[config.mk]
export PLATFORM = sky130hd
export DESIGN_NAME = fc_train_sequencer_flat
export DESIGN_NICKNAME = d
export VERILOG_FILES = /design/src/rtl/fc_train_sequencer_if.sv /design/src/rtl/fc_train_sequencer.sv /design/src/flat_wrapper.sv
export SDC_FILE = /design/constraint.sdc
export NUM_CORES = 1
export LEC_CHECK = 0
export CORE_MARGIN = 2
export CORE_UTILIZATION = 65
export CTS_CLUSTER_DIAMETER = 60
export DETAILED_ROUTE_END_ITERATION = 7
export DONT_BUFFER_PORTS = 1
export HOLD_SLACK_MARGIN = 0.05
export PLACE_DENSITY_LB_ADDON = 0.05
export SLEW_MARGIN = 5
export SYNTH_ARGS = -nofsm -noshare
export SYNTH_HDL_FRONTEND = slang
export SYNTH_SLANG_ARGS = --single-unit
export TNS_END_PERCENT = 50
[constraint.sdc]
create_clock -name clk -period 4.85 [get_ports clk]
set_input_delay 0.97 -clock clk [delete_from_list [all_inputs] [get_ports clk]]
set_output_delay 0.97 -clock clk [all_outputs]
set_load 0.02 [all_outputs]
[src/rtl/fc_train_sequencer_if.sv]
// Command, start/done handshake and 1R1W parameter-update bus of the FC layer sequencer.
// master = sequencer side, slave = host / datapath / memory side.
interface fc_train_sequencer_if #(
    parameter int AW = 11
);
    logic               cmd_valid;
    logic               cmd_ready;
    logic               cmd_train;
    logic [3:0]         lr_shift;
    logic               fwd_start;
    logic               fwd_done;
    logic               bwd_start;
    logic               bwd_done;
    logic               upd_rd_en;
    logic [AW-1:0]      upd_raddr;
    logic signed [15:0] w_rdata;
    logic signed [15:0] g_rdata;
    logic               upd_wr_en;
    logic [AW-1:0]      upd_waddr;
    logic [15:0]        upd_wdata;

    modport master (
        input  cmd_valid, cmd_train, lr_shift, fwd_done, bwd_done, w_rdata, g_rdata,
        output cmd_ready, fwd_start, bwd_start, upd_rd_en, upd_raddr,
               upd_wr_en, upd_waddr, upd_wdata
    );

    modport slave (
        output cmd_valid, cmd_train, lr_shift, fwd_done, bwd_done, w_rdata, g_rdata,
        input  cmd_ready, fwd_start, bwd_start, upd_rd_en, upd_raddr,
               upd_wr_en, upd_waddr, upd_wdata
    );
endinterface

[src/rtl/fc_train_sequencer.sv]
// Sequences one FC layer through forward (and backward + in-place SGD update in train mode),
// owning the sub-unit start/done handshakes and a completion watchdog.
module fc_train_sequencer #(
    parameter int INPUT_SIZE  = 120,
    parameter int OUTPUT_SIZE = 10,
    parameter int TIMEOUT     = 65535
) (
    input  logic                 clk,
    input  logic                 rst_n,
    fc_train_sequencer_if.master bus,
    output logic                 busy,
    output logic                 done,
    output logic                 error
);
    localparam int N_P = INPUT_SIZE * OUTPUT_SIZE + OUTPUT_SIZE;
    localparam int AW  = $clog2(N_P);
    localparam int KW  = $clog2(N_P + 1);
    localparam int WW  = $clog2(TIMEOUT + 1);

    typedef enum logic [2:0] {
        IDLE, FWD_START, FWD_WAIT, BWD_START, BWD_WAIT, UPD, FINISH
    } state_t;

    state_t          state, next;
    logic            train_q;
    logic [3:0]      lr_q;
    logic            fwd_done_q, bwd_done_q;
    logic [WW-1:0]   wd;
    logic [KW-1:0]   k;
    logic            wr_en_q;
    logic [AW-1:0]   waddr_q;

    logic            accept, timeout, rd_en;
    logic            fwd_rise, bwd_rise, wd_hit;
    logic signed [15:0] g_sh;
    logic [16:0]     diff;
    logic [15:0]     sat;

    assign fwd_rise = bus.fwd_done & ~fwd_done_q;
    assign bwd_rise = bus.bwd_done & ~bwd_done_q;
    assign wd_hit   = (wd == WW'(TIMEOUT - 1));
    assign rd_en    = (state == UPD) && (k != KW'(N_P));

    always_comb begin
        next    = state;
        accept  = 1'b0;
        timeout = 1'b0;
        case (state)
            IDLE: if (bus.cmd_valid) begin
                accept = 1'b1;
                next   = FWD_START;
            end
            FWD_START: next = FWD_WAIT;
            FWD_WAIT: begin
                if (fwd_rise) next = train_q ? BWD_START : FINISH;
                else if (wd_hit) begin
                    timeout = 1'b1;
                    next    = FINISH;
                end
            end
            BWD_START: next = BWD_WAIT;
            BWD_WAIT: begin
                if (bwd_rise) next = UPD;
                else if (wd_hit) begin
                    timeout = 1'b1;
                    next    = FINISH;
                end
            end
            // k == N_P is the drain cycle that carries the last trailing write
            UPD: if (k == KW'(N_P)) next = FINISH;
            FINISH: next = IDLE;
            default: next = IDLE;
        endcase
    end

    always_ff @(posedge clk or negedge rst_n) begin
        if (!rst_n) begin
            state      <= IDLE;
            train_q    <= 1'b0;
            lr_q       <= '0;
            error      <= 1'b0;
            fwd_done_q <= 1'b0;
            bwd_done_q <= 1'b0;
            wd         <= '0;
            k          <= '0;
            wr_en_q    <= 1'b0;
            waddr_q    <= '0;
        end else begin
            state      <= next;
            fwd_done_q <= bus.fwd_done;
            bwd_done_q <= bus.bwd_done;
            if (accept) begin
                train_q <= bus.cmd_train;
                lr_q    <= bus.lr_shift;
                error   <= 1'b0;
            end else if (timeout) begin
                error <= 1'b1;
            end
            if (state == FWD_WAIT || state == BWD_WAIT) wd <= wd + WW'(1);
            else                                         wd <= '0;
            if (state != UPD) k <= '0;
            else if (rd_en)   k <= k + KW'(1);
            wr_en_q <= rd_en;
            waddr_q <= k[AW-1:0];
        end
    end

    // Read data arrives the cycle after the read, aligned with the trailing write
    always_comb begin
        g_sh = bus.g_rdata >>> lr_q;
        diff = {bus.w_rdata[15], bus.w_rdata} - {g_sh[15], g_sh};
        if (diff[16] != diff[15]) sat = diff[16] ? 16'h8000 : 16'h7fff;
        else                      sat = diff[15:0];
    end

    assign bus.cmd_ready = rst_n & (state == IDLE);
    assign bus.fwd_start = (state == FWD_START);
    assign bus.bwd_start = (state == BWD_START);
    assign bus.upd_rd_en = rd_en;
    assign bus.upd_raddr = k[AW-1:0];
    assign bus.upd_wr_en = wr_en_q;
    assign bus.upd_waddr = waddr_q;
    assign bus.upd_wdata = wr_en_q ? sat : '0;
    assign busy          = (state != IDLE);
    assign done          = (state == FINISH);
endmodule

[src/flat_wrapper.sv]
// flat-port wrapper written by rule: the top's interface ports become plain ports
module fc_train_sequencer_flat 
#(
    parameter int INPUT_SIZE  = 120,
    parameter int OUTPUT_SIZE = 10,
    parameter int TIMEOUT     = 65535
)
  (clk, rst_n, busy, done, error, bus_cmd_valid, bus_cmd_train, bus_lr_shift, bus_fwd_done, bus_bwd_done, bus_w_rdata, bus_g_rdata, bus_cmd_ready, bus_fwd_start, bus_bwd_start, bus_upd_rd_en, bus_upd_raddr, bus_upd_wr_en, bus_upd_waddr, bus_upd_wdata);
  fc_train_sequencer_if bus_i ();
  input  logic clk;
  input  logic rst_n;
  output logic busy;
  output logic done;
  output logic error;
  input wire logic [$bits(bus_i.cmd_valid)-1:0] bus_cmd_valid;
  input wire logic [$bits(bus_i.cmd_train)-1:0] bus_cmd_train;
  input wire logic [$bits(bus_i.lr_shift)-1:0] bus_lr_shift;
  input wire logic [$bits(bus_i.fwd_done)-1:0] bus_fwd_done;
  input wire logic [$bits(bus_i.bwd_done)-1:0] bus_bwd_done;
  input wire logic [$bits(bus_i.w_rdata)-1:0] bus_w_rdata;
  input wire logic [$bits(bus_i.g_rdata)-1:0] bus_g_rdata;
  output wire logic [$bits(bus_i.cmd_ready)-1:0] bus_cmd_ready;
  output wire logic [$bits(bus_i.fwd_start)-1:0] bus_fwd_start;
  output wire logic [$bits(bus_i.bwd_start)-1:0] bus_bwd_start;
  output wire logic [$bits(bus_i.upd_rd_en)-1:0] bus_upd_rd_en;
  output wire logic [$bits(bus_i.upd_raddr)-1:0] bus_upd_raddr;
  output wire logic [$bits(bus_i.upd_wr_en)-1:0] bus_upd_wr_en;
  output wire logic [$bits(bus_i.upd_waddr)-1:0] bus_upd_waddr;
  output wire logic [$bits(bus_i.upd_wdata)-1:0] bus_upd_wdata;
  assign bus_i.cmd_valid = bus_cmd_valid;
  assign bus_i.cmd_train = bus_cmd_train;
  assign bus_i.lr_shift = bus_lr_shift;
  assign bus_i.fwd_done = bus_fwd_done;
  assign bus_i.bwd_done = bus_bwd_done;
  assign bus_i.w_rdata = bus_w_rdata;
  assign bus_i.g_rdata = bus_g_rdata;
  assign bus_cmd_ready = bus_i.cmd_ready;
  assign bus_fwd_start = bus_i.fwd_start;
  assign bus_bwd_start = bus_i.bwd_start;
  assign bus_upd_rd_en = bus_i.upd_rd_en;
  assign bus_upd_raddr = bus_i.upd_raddr;
  assign bus_upd_wr_en = bus_i.upd_wr_en;
  assign bus_upd_waddr = bus_i.upd_waddr;
  assign bus_upd_wdata = bus_i.upd_wdata;
  fc_train_sequencer #(.INPUT_SIZE(INPUT_SIZE), .OUTPUT_SIZE(OUTPUT_SIZE), .TIMEOUT(TIMEOUT)) u_core (.clk(clk), .rst_n(rst_n), .bus(bus_i), .busy(busy), .done(done), .error(error));
endmodule
After elaboration in Yosys (flattened, before gate mapping)
Cells that the tools add are included.

Bits in registers: 50. Word-level logic and storage cells: 60. Bits of input ports: 42.

Mux-type cells: 21. Reduce and logical (&&, ||, !) cells: 7. Bitwise operators: 5. Equal/unequal tests: 13. Add/subtract/negate cells: 3. Shifts and indexed selects: 1.

Operators by type and width (count): 2-to-1 mux 16 bit (4); 2-to-1 mux 11 bit (2); 2-to-1 mux 3 bit (6); case mux 3 bit (6 select lines) (1); subtractor 16 x 16 -> 17 bit (1); adder 16 x 1 -> 16 bit (second input constant) (1); == test 16 bit (second input constant) (1); >>> shifter 16 x 4 -> 16 bit (1); adder 11 x 1 -> 11 bit (second input constant) (1); == test 11 bit (second input constant) (1); inequality test 11 bit (second input constant) (1); == test 3 bit (second input constant) (3); 2-to-1 mux 1 bit (7); == test 3 x 2 -> 1 bit (second input constant) (2); inequality test 2 bit (second input constant) (2); nonzero test 2 bit (2); AND 1 bit (3); == test 3 x 1 -> 1 bit (second input constant) (1); zero test 3 bit (1); inequality test 3 bit (second input constant) (1); nonzero test 3 bit (1); NOT 1 bit (2); case mux 1 bit (2 select lines) (1); AND reduction 2 bit (1); other kinds (3) (3).

Longest topological paths before layout
Gate-level depths: netlist of the first run.

Word-level depth: 6. Mapped depth: 17. Gate-level depth less buffers: 15.

Worst setup path after synthesis of the first run
No wires, ideal clock.

Path type: input to output. From: input bus_g_rdata[8]. To: output bus_upd_wdata[3]. Arrival: 3.723 ns. Setup slack: 0.157 ns. Stages: 11. Buffers on the path: 0. Cell sequence: mux4_2 nor2_1 nor2_1 mux2i_1 ha_1 nor2b_1 o31ai_2 a211oi_2 o41ai_2 a21oi_2 o31ai_1.

Cells in the longest elaborated chain, start to end: 5. Elaborated cells on any way between the ends: 6. Classes of those cells: add/sub (1); eq/ne (1); shift (1); mux (3).

Ends and longest elaborated chain: start: declaration (RTL line flat_wrapper.sv:21) `input wire logic [$bits(bus_i.g_rdata)-1:0] bus_g_rdata;`; >>> shifter 16 x 4 -> 16 bit (*) (RTL line fc_train_sequencer.sv:110) `g_sh = bus.g_rdata >>> lr_q;`; subtractor 16 x 16 -> 17 bit (*) (RTL line fc_train_sequencer.sv:111) `diff = {bus.w_rdata[15], bus.w_rdata} - {g_sh[15], g_sh};`; 2-to-1 mux 16 bit / inequality test 1 bit (equally long branches) (RTL line fc_train_sequencer.sv:112) `if (diff[16] != diff[15]) sat = diff[16] ? 16'h8000 : 16'h7fff;`; 2-to-1 mux 16 bit (*) (RTL line fc_train_sequencer.sv:112); 2-to-1 mux 16 bit (*) (RTL line fc_train_sequencer.sv:123) `assign bus.upd_wdata = wr_en_q ? sat : '0;`; end: declaration (RTL line flat_wrapper.sv:29) `output wire logic [$bits(bus_i.upd_wdata)-1:0] bus_upd_wdata;`.

Mark *: on every way between the ends. The rest lies on a longest branch, timed or not.

Worst setup path after layout of the first run
From: register u_core.lr_q[1]. To: output bus_upd_wdata[4].

Cells in the longest elaborated chain, start to end: 5. Elaborated cells on any way between the ends: 6. Classes of those cells: add/sub (1); eq/ne (1); shift (1); mux (3).

Ends and longest elaborated chain: start: declaration (RTL line fc_train_sequencer.sv:26) `logic [3:0] lr_q;`; start signal: assignment (RTL line fc_train_sequencer.sv:94) `lr_q <= bus.lr_shift;`; >>> shifter 16 x 4 -> 16 bit (*) (RTL line fc_train_sequencer.sv:110); subtractor 16 x 16 -> 17 bit (*) (RTL line fc_train_sequencer.sv:111); 2-to-1 mux 16 bit / inequality test 1 bit (equally long branches) (RTL line fc_train_sequencer.sv:112); 2-to-1 mux 16 bit (*) (RTL line fc_train_sequencer.sv:112); 2-to-1 mux 16 bit (*) (RTL line fc_train_sequencer.sv:123).

Marks and branches as above.

==> results of run 1 <==
## state kept, by name, summed over array words and instances, names as in the netlist
signal,flops
u_core.wd,16
u_core.bus.upd_raddr,11
u_core.bus.upd_waddr,11
u_core.lr_q,4
u_core.state,3
u_core.bus.upd_wr_en,1
u_core.bwd_done_q,1
u_core.error,1
u_core.fwd_done_q,1
u_core.train_q,1
## layer usage
| metal | vias up | GRT usage (%) | wire [um] |
|---|---|---|---|
| li1 | 1590 | - | - |
| met1 | 1564 | 34.7 | 3660 |
| met2 | 104 | 48.8 | 4450 |
| met3 | 32 | 4.72 | 450 |
| met4 | 0 | 12.2 | 288 |
| met5 | - | 0 | 0 |
## cell type report
cell class                      count  area, um^2
Clock inverter                      2        12.5
Fill cell                         411        1240
Multi-Input combinational cell    343        2480
Tap cell                           72        90.1
Sequential cell                    50        1250
Timing Repair Buffer               43         340
Inverter                           19        75.1
Clock buffer                        6        82.6
## cell usage in the layout, fill, tap and decap left out, types with 3 or more instances in the layout
| cell | count |
|---|---|
| a211oi_1 | 3 |
| o21ai_1 | 11 |
| nor3_1 | 5 |
| mux2i_1 | 12 |
| clkbuf_8 | 6 |
| nand4_1 | 8 |
| or3_1 | 6 |
| nand3_1 | 10 |
| a21o_1 | 3 |
| nor2b_1 | 3 |
| o31ai_1 | 4 |
| inv_1 | 17 |
| dfrtp_1 | 47 |
| buf_4 | 39 |
| dfrtp_2 | 3 |
| and3_1 | 5 |
| mux2_2 | 9 |
| a21oi_1 | 25 |
| xor2_1 | 22 |
| and2_1 | 4 |
| o31ai_2 | 10 |
| nand2b_1 | 6 |
| a21oi_2 | 6 |
| nor2_1 | 49 |
| nand2_1 | 41 |
| xnor2_1 | 9 |
| mux4_2 | 6 |
| ha_1 | 20 |
| o21ai_0 | 23 |
## final timing paths
| path | start | end | slack, ps | depth (start not counted) |
|---|---|---|---|---|
| max | u_core.lr_q[1] | bus_upd_wdata[4] | 80 | 13 |
| max in group asynchronous | rst_n | u_core.bus.upd_waddr[9] | 4390 | 0 |
| min reg2reg | u_core.wd[0] | u_core.wd[0] | 520 | 1 |
| min in group clk | u_core.wd[0] | u_core.wd[0] | 520 | 1 |
| min | rst_n | u_core.bwd_done_q | 350 | 0 |
| max reg2reg | u_core.wd[0] | u_core.wd[14] | 3130 | 5 |
## power by group through the flow
stage	combinational [mW]	clock (mW)	sequential [mW]
after floorplan	0.210	0	0.426
after global placement	0.309	0	0.426
after detailed placement	0.313	0	0.426
after CTS	0.316	0.249	0.418
after global routing	0.363	0.265	0.418
final	0.341	0.242	0.417
## cell families (layout without fill, tap and decap cells)
group / Yosys count / after routing / synth area share [%]
buffers and inverters: 37 / 70 / 3.97
DFF: 50 / 50 / 33.1
AOI/OAI and AO/OA: 110 / 110 / 19.4
xor gates and xnor gates: 31 / 31 / 7.18
and+or+nand+nor: 152 / 152 / 19.2
muxes: 28 / 28 / 9.73
adders and majority gates: 22 / 22 / 7.48
## what timing repair did
item | CTS | global route
gates resized for setup | 4 | 33
endpoints found under the setup margin | 14 | 14
setup buffers | 0 | 11
cloned | 0 | 0
pin swaps | 0 | 7
## worst register-to-register path, stage by stage, from the launching register on
cell and delay, ps:
dfrtp_1 410, ha_1 200, nand3_1 150, or2_1 350
or3_1 370, a21oi_1 170
==> results.md, run 1 <==
* Non-Filler Instances at 535
* Hold crit path type: in -> async
* Layout area overhead at 14.6%
* Final setup viols at 0
* Global-route wire length before repair at approximately 14000 um
* Pre-CTS setup slack at -39.4 ps
* Final setup margin at 78.3 ps
* DRT iter0 DRCs at 135
* Detail Placement HPWL at 6690 um
* Maximum vdd ir drop at approximately 0.00022 V
* Die Y at 80.3 um
* Detailed Route WL at between 8000 and 9000 um
* Synth cell count leaders: 50 x dfrtp_1, 50 x nor2_1, 42 x nand2_1
* Critical path's slowest cell: or4_4
* P_sw at 0.316 mW
* Initial Util at 67.9%
* Wire per inst at 16.5 um
* Latest clock arrival within the worst-skew pair at 300 ps
* Clk slew on worst S/H paths at about 90 ps
* Max-cap violations at 0
* Most numerous cell on the critical path: buf_4
* Slowest stage delay, CP at about 500 ps
* Status: finished clean
* Internal Pwr Total at just under 0.7 mW
* Syn. warnings at 0
* CP Class: reg -> out
* EDFF count, synth at 0
* Post-synth ARST share at 100%
* Num CTS Buffers at 5
* Slew Viols, Final at 0
* Syn_nets at 494
* Die X at 80.3 um
* Count of final hold-check violations at 0
* Vias in the first global route at around 3200
* Setup TNS at 0 ps
* Dpl cells at 516
* Overall power at roughly 1 mW
* Initial antenna violation count at 0
* Vias at 3290
* All-Layer GR Usage at between 20% and 30%
* Pwr/cell area at 231 mW/mm^2
* Largest net degree at the start of global routing at 52
* Placed Area at 0.00405 mm^2
* Worst-path maximum fanout at 5
* I/O Buffers at 0
* CTS max path bufs at 2
* Post-synthesis instance total at 430
* Top post-synthesis cells by area: dfrtp_1 33%, ha_1 6.9%, xor2_1 5.1%
* I/O pins at slightly below 90
* Highest Clock Rate at 210 MHz
* Flop pwr share at 41.7%
* Nets at 526
* Critical Path AT at 3800 ps
* DRT Pass-1 Iters at 4
* Clock root cell: clkbuf_8
* Gate power share at between 30 and 40%
* Die area at 0.00644 mm^2
* Post-CTS Hold Fix Bufs at 0
* Worst Max-Slew Pin Slew at around 700 ps
* Sw Share at 31.6%
* Synth Cell Area at ~0.0038 mm^2
* Gr ovfl total at 0
* Fin crit period at 4770 ps
* Crit path buf inv count at 3
* Top-area cell type share of the netlist area at 33.1%
* Avg Inst Size Synth at 8.80 um^2
* Synth Flop Type: dfrtp_1
* Share of cells above drive strength 1 at approximately 22%
* DRT antenna net count at 0
* Worst EP required at 3880 ps
* CTS tree: yes
* Inserted Diodes at 0
* Drt via density at 6.15
* Startpoint Class: flip-flop
* Crit share post-route at ~98%
* Core area at 0.00557 mm^2
* Hold_ws at 352 ps
* Crit path capture type: primary output
* CTS Sinks at 50
* Top delay family on crit path: compound AO/OA/AOI/OAI gates
* Register bit total from synthesis at 50
* Final core utilization at between 70 and 80%
* Worst-path cell chain: buf_4 > mux2i_1 > mux2_2 > o31a_1 > ha_1 > nand2_2 > or4_4 > a211oi_4 > or3_4 > a21oi_2 > buf_4 > o31ai_1 > buf_4
* H-tree depth at 2
* Finished Cell Area at 0.00433 mm^2
* Relative slew margins at 54.0%
* Biggest area consumer among synthesized cells: dfrtp_1
* Clock Power Share at 24.2%
* Static leakage at 1.90 nW
* GPL Wtd Cong at 0.884
* Max Clock Skew at about 8.7 ps
* Core Rows at 27
* Remaining routing DRC violations at 0
* Register area share after synthesis at 33.1%
* Netlist cell types at 55
* RSZ-0062 raised after global routing: yes
Note: power is estimated with default switching activity, not from simulation.
==> run 2: changes to the inputs <==
--- a/config.mk
+++ b/config.mk
@@ -5,6 +5,7 @@
 export SDC_FILE = /design/constraint.sdc
 export NUM_CORES = 1
 export LEC_CHECK = 0
+export CORE_ASPECT_RATIO = 1.5
 export CORE_MARGIN = 2
 export CORE_UTILIZATION = 65
 export CTS_CLUSTER_DIAMETER = 60
==> results.md, run 2 (synthesis results as in run 1) <==
* Largest net degree at the start of global routing at 52 (unchanged)
* Final setup viols at 0 (unchanged)
* Crit path capture type: primary output (unchanged)
* All-Layer GR Usage at 28.6% (was 28.2%)
* Clock Power Share at 30.7% (was 24.2%)
* Final setup margin at 82.5 ps (was 78.3 ps)
* Critical Path AT at 3800 ps (about the same)
* Worst reg2reg setup slack at 3070 ps (was 3130 ps)
* Global-route wire length before repair at 14400 um (was 14300 um)
* CTS max path bufs at 2 (unchanged)
* Layout area overhead at 17.5% (was 14.6%)
* Fin crit period at 4770 ps (about the same)
* Worst Max-Slew Pin Slew at 727 ps (was 684 ps)
* Clk slew on worst S/H paths at 90 ps (about the same)
* Core area at 0.00570 mm^2 (was 0.00557 mm^2)
* Number of cells on the worst reg-to-reg path at 6 (was 5)
* CTS tree: yes (unchanged)
* DRT iter0 DRCs at 183 (was 135)
* Gr ovfl total at 0 (unchanged)
* Initial Util at 66.4% (was 67.9%)
* Die Y at 97.4 um (was 80.3 um)
* Clock root cell: clkbuf_8 (unchanged)
* Post-CTS Hold Fix Bufs at 0 (unchanged)
* Register area at 0.00125 mm^2 (unchanged)
* Vias in the first global route at 3208 (was 3179)
* Sw Share at 29.7% (was 31.6%)
* P_sw at 0.331 mW (was 0.316 mW)
* DRT Pass-1 Iters at 4 (unchanged)
* Hold_ws at 343 ps (was 352 ps)
* Gate power share at 31.8% (was 34.1%)
* Inserted Diodes at 0 (unchanged)
* Die X at 66.3 um (was 80.3 um)
* Max-cap violations at 0 (unchanged)
* Slew Viols, Final at 0 (unchanged)
* CTS Sinks at 50 (unchanged)
* Remaining routing DRC violations at 0 (unchanged)
* Detailed Route WL at 9190 um (was 8850 um)
* DRT antenna net count at 0 (unchanged)
* Max FFs per register at 16 (unchanged)
* Multi-input logic area at 0.00250 mm^2 (was 0.00248 mm^2)
* Die area at 0.00646 mm^2 (was 0.00644 mm^2)
* Nets at 530 (was 526)
* Crit share post-route at 98.3% (was 98.4%)
* RSZ-0062 raised after global routing: yes (unchanged)
* Commonest non-fill, non-tap cells in the layout: 49 x nor2_1, 47 x dfrtp_1, 43 x buf_4, 42 x nand2_1, 25 x a21oi_1 (was 49 x nor2_1, 47 x dfrtp_1, 41 x nand2_1, 39 x buf_4, 25 x a21oi_1)
* Vias at 3324 (was 3290)
* R2r endpoint: u_core.state[1] (was u_core.wd[14])
* Pre-CTS setup slack at -67.7 ps (was -39.4 ps)
* H-tree depth at 2 (unchanged)
* Static leakage at 1.95 nW (was 1.90 nW)
* Flop pwr share at 37.4% (was 41.7%)
* Latest clock arrival within the worst-skew pair at 310 ps (was 300 ps)
* Max Clock Skew at 13.0 ps (was 8.67 ps)
* Wire per inst at 17.0 um (was 16.5 um)
* Worst-path maximum fanout at 13 (was 5)
* Count of final hold-check violations at 0 (unchanged)
* Highest Clock Rate at 210 MHz (about the same)
* Status: finished clean (unchanged)
* Core Rows at 34 (was 27)
* CP Class: reg -> out (unchanged)
* Fill cell count at 423 (was 411)
* Startpoint Class: flip-flop (unchanged)
* Reg-to-Reg Start: u_core.wd[8] (was u_core.wd[0])
* Detail Placement HPWL at 6900 um (was 6690 um)
* Pwr/cell area at 251 mW/mm^2 (was 231 mW/mm^2)
* Most common cell after layout, fill and taps aside: nor2_1 (unchanged)
* GPL Wtd Cong at 0.877 (was 0.884)
* Share of cells above drive strength 1 at 22.3% (was 22.2%)
* Worst EP required at 3880 ps (about the same)
* Internal Pwr Total at 0.785 mW (was 0.684 mW)
* I/O pins at 88 (unchanged)
* I/O Buffers at 0 (unchanged)
* Num CTS Buffers at 5 (unchanged)
* Drt via density at 6.17 (was 6.15)
* Relative slew margins at 51.5% (was 54.0%)
* Biggest register: u_core.wd (unchanged)
* Hold crit path type: in -> async (unchanged)
* Initial antenna violation count at 0 (unchanged)
* Maximum vdd ir drop at 0.000267 V (was 0.000223 V)
[run 2: timing repair]
| action | in CTS | in global routing |
|---|---|---|
| gates resized for setup | 3 | 33 |
| setup endpoints to repair | 13 | 15 |
| pin swaps | 1 | 10 |
| setup buffers | 2 | 12 |
[run 2: cell type report]
cell class / instances / share of cell area (%)
clock buffers: 5 / 1.55
inverters: 19 / 1.60
flip-flops and latches: 50 / 28.2
well taps: 72 / 2.03
repair buffers: 47 / 8.76
clock inverters: 3 / 1.55
multi-input cells: 343 / 56.3
[run 2: worst max path at each step]
stage | startpoint | to | slack [ps]
2_1_floorplan | bus_g_rdata[8] | bus_upd_wdata[3] | 160
3_3_place_gp | bus_g_rdata[14] | bus_upd_wdata[4] | 1
3_5_place_dp | bus_g_rdata[14] | bus_upd_wdata[3] | -70
4_1_cts | u_core.lr_q[1] | bus_upd_wdata[3] | 40
5_1_grt | u_core.lr_q[1] | bus_upd_wdata[8] | -90
6_report | u_core.lr_q[1] | bus_upd_wdata[8] | 80
[run 2: metal layers]
| metal | part of all wire, % | track usage (%) | routed length [um] |
|---|---|---|---|
| met5 | 0 | 0 | 0 |
| met4 | 2.3 | 10.5 | 209 |
| met3 | 3.9 | 3.94 | 362 |
| met2 | 57 | 53.1 | 5190 |
| met1 | 37 | 31.9 | 3420 |
[run 2: worst max-delay path: stages, from the launching register on]
cell      delay, ps
dfrtp_2         430
buf_12          130
buf_4           140
mux2i_1         150
mux2_2          320
o31a_1          290
ha_1            300
nand2_1         120
or4_4           500
a211oi_2        230
o41ai_2         120
buf_4           160
nand4_1         140
buf_12          180
o31ai_2          80
buf_4           190
[run 2: power by group through the flow]
stage                     Sequential [mW]  Clock (mW)  Combinational (mW)
final                               0.418       0.343               0.355
after global routing                0.418       0.365               0.380
after CTS                           0.418       0.348               0.320
after detailed placement            0.426           0               0.316
after global placement              0.426           0               0.312
after floorplan                     0.426           0               0.210
[run 2: per-stage QoR]
stage	area (um^2)	power (mW)	utilization [%]	setup TNS (ps)	instances
3_3_place_gp	4050	0.738	71.1	0	517
5_1_grt	4440	1.16	78.0	-767	539
6_report	4440	1.12	78.0	0	539
2_1_floorplan	3780	0.635	-	0	430
3_5_place_dp	4050	0.742	71.1	-382	517
4_1_cts	4210	1.08	73.8	0	527
==> run 3: changes to the inputs <==
--- a/config.mk
+++ b/config.mk
@@ -12,7 +12,7 @@
 export DETAILED_ROUTE_END_ITERATION = 7
 export DONT_BUFFER_PORTS = 1
 export HOLD_SLACK_MARGIN = 0.05
-export PLACE_DENSITY_LB_ADDON = 0.05
+export PLACE_DENSITY = 0.84
 export SLEW_MARGIN = 5
 export SYNTH_ARGS = -nofsm -noshare
 export SYNTH_HDL_FRONTEND = slang
==> results.md, run 3 (synthesis results as in run 1) <==
* Startpoint Class: flip-flop (unchanged)
* Core Rows at 34 (unchanged)
* Clk slew on worst S/H paths at 90 ps (about the same)
* GPL Wtd Cong at 0.902 (was 0.877)
* Top delay family on crit path: simple AND/OR/NAND/NOR gates (was buffers and inverters)
* Die X at 66.3 um (unchanged)
* RSZ-0062 raised after global routing: yes (unchanged)
* Most common cell after layout, fill and taps aside: nor2_1 (unchanged)
* DRT antenna net count at 0 (unchanged)
* Overall power at 1.03 mW (was 1.12 mW)
* Status: finished, violations left (was finished clean)
* Max Clock Skew at 13.1 ps (was 13.0 ps)
* Slowest stage delay, CP at 580 ps (was 500 ps)
* Pwr/cell area at 234 mW/mm^2 (was 251 mW/mm^2)
* Remaining routing DRC violations at 0 (unchanged)
* Hold crit path type: in -> async (unchanged)
* Failing checks: negative setup slack
* Maximum vdd ir drop at 0.000270 V (was 0.000267 V)
* Crit path capture type: primary output (unchanged)
* Nets at 527 (was 530)
* Latest clock arrival within the worst-skew pair at 310 ps (about the same)
* Most numerous cell on the critical path: buf_4 (unchanged)
* Initial Util at 66.4% (unchanged)
* Core area at 0.00570 mm^2 (unchanged)
* Max FFs per register at 16 (unchanged)
* Inserted Diodes at 0 (unchanged)
* Final setup margin at -8.34 ps (was 82.5 ps)
* Slew Viols, Final at 0 (unchanged)
* I/O pins at 88 (unchanged)
* Static leakage at 1.93 nW (was 1.95 nW)
* Worst path depth at 15 (unchanged)
* Final core utilization at 77.4% (was 78.0%)
* Vias in the first global route at 3210 (was 3208)
* Biggest register: u_core.wd (unchanged)
* Clock root cell: clkbuf_8 (unchanged)
* Critical Path AT at 3890 ps (was 3800 ps)
* Worst EP required at 3880 ps (about the same)
* CTS Sinks at 50 (unchanged)
* Placed Area at 0.00405 mm^2 (unchanged)
* Worst-path maximum fanout at 10 (was 13)
* Worst-path cell chain: buf_4 > nor3_1 > nand2_1 > o21ai_0 > o21ai_1 > ha_1 > nand3_1 > or4_1 > a211oi_4 > or3_4 > nand4_1 > buf_4 > buf_12 > o21ai_1 > buf_4 (was buf_12 > buf_4 > mux2i_1 > mux2_2 > o31a_1 > ha_1 > nand2_1 > or4_4 > a211oi_2 > o41ai_2 > buf_4 > nand4_1 > buf_12 > o31ai_2 > buf_4)
* Die Y at 97.4 um (unchanged)
* Final setup viols at 1 (was 0)
* Pre-CTS setup slack at 27.4 ps (was -67.7 ps)
* Worst Max-Slew Pin Slew at 738 ps (was 727 ps)
* Fin crit period at 4860 ps (was 4770 ps)
* Max-cap violations at 0 (unchanged)
* Highest Clock Rate at 206 MHz (was 210 MHz)
* Share of cells above drive strength 1 at 22.0% (was 22.3%)
* Layout area overhead at 16.7% (was 17.5%)
* Die area at 0.00646 mm^2 (unchanged)
* Initial antenna violation count at 0 (unchanged)
* Crit path buf inv count at 4 (was 5)
* CTS tree: yes (unchanged)
* CP Class: reg -> out (unchanged)
* CTS max path bufs at 2 (unchanged)
* Crit share post-route at 100% (was 98.3%)
* DRT iter0 DRCs at 249 (was 183)
* Detailed Route WL at 9590 um (was 9190 um)
* Commonest non-fill, non-tap cells in the layout: 49 x nor2_1, 48 x dfrtp_1, 42 x nand2_1, 36 x buf_4, 25 x a21oi_1 (was 49 x nor2_1, 47 x dfrtp_1, 43 x buf_4, 42 x nand2_1, 25 x a21oi_1)
* Detail Placement HPWL at 7110 um (was 6900 um)
* Largest net degree at the start of global routing at 52 (unchanged)
* Critical path's slowest cell: or4_1 (was or4_4)
* Drt via density at 6.30 (was 6.17)
* Number of cells on the worst reg-to-reg path at 6 (unchanged)
* Wire per inst at 17.9 um (was 17.0 um)
* Post-CTS Hold Fix Bufs at 0 (unchanged)
* Vias at 3378 (was 3324)
* Gr ovfl total at 0 (unchanged)
* Relative slew margins at 50.7% (was 51.5%)
* H-tree depth at 2 (unchanged)
* I/O Buffers at 0 (unchanged)
* Count of final hold-check violations at 0 (unchanged)
* Finished Cell Area at 0.00441 mm^2 (was 0.00444 mm^2)
* All-Layer GR Usage at 28.8% (was 28.6%)
* Global-route wire length before repair at 14500 um (was 14400 um)
* Num CTS Buffers at 5 (unchanged)
* DRT Pass-1 Iters at 5 (was 4)
## run 3: changes by cell type in the layout (fill, tap and decap cells not counted), sizes merged
cell    delta
buf        -4
bufinv     -2
inv        +1
clkbuf     +1
clkinv     +1
## run 3: layout make-up
class | count | area (um^2)
Inverter | 19 | 71.3
Timing Repair Buffer | 44 | 387
Tap cell | 72 | 90.1
Clock buffer | 5 | 68.8
Clock inverter | 3 | 18.8
Multi-Input combinational cell | 343 | 2520
Fill cell | 388 | 1290
Sequential cell | 50 | 1250
## run 3: routing by layer
metal / part of all wire (%) / wire [um] / GRT usage [%] / vias to the layer above
met5: 0 / 0 / 0 / -
met4: 4.0 / 382 / 13.5 / 0
met3: 4.6 / 445 / 4.40 / 30
met2: 55 / 5280 / 53.4 / 109
met1: 36 / 3490 / 30.3 / 1625
li1: - / - / - / 1614
## run 3: final timing paths
path	from	endpoint	slack, ps
hold / removal	rst_n	u_core.lr_q[1]	350
setup / recovery	u_core.lr_q[1]	bus_upd_wdata[1]	-8
min in group clk	u_core.wd[0]	u_core.wd[0]	520
setup reg to reg	u_core.wd[8]	u_core.state[1]	3090
max in group asynchronous	rst_n	u_core.lr_q[2]	4400
hold reg to reg	u_core.wd[0]	u_core.wd[0]	520
## run 3: what timing repair did
item,CTS,global route
buffers inserted,0,10
pin swaps,0,8
gates cloned,0,1
gates resized for setup,2,39
endpoints found under the setup margin,14,16
## run 3: where the power goes
part	internal (mW)	switching, mW	total [mW]	leakage [nW]
Clock	0.102	0.135	0.237	0.0483
Combinational	0.172	0.206	0.379	1.24
Sequential	0.417	0.000156	0.417	0.642
Total	0.691	0.342	1.03	1.93
## run 3: per-stage QoR
step	TNS [ps]	std cells	hold WS, ps
after detailed placement	0	517	514
final	-8.34	536	349
after global placement	0	517	492
after global routing	-1300	536	329
after CTS	0	525	341
after floorplan	0	430	468
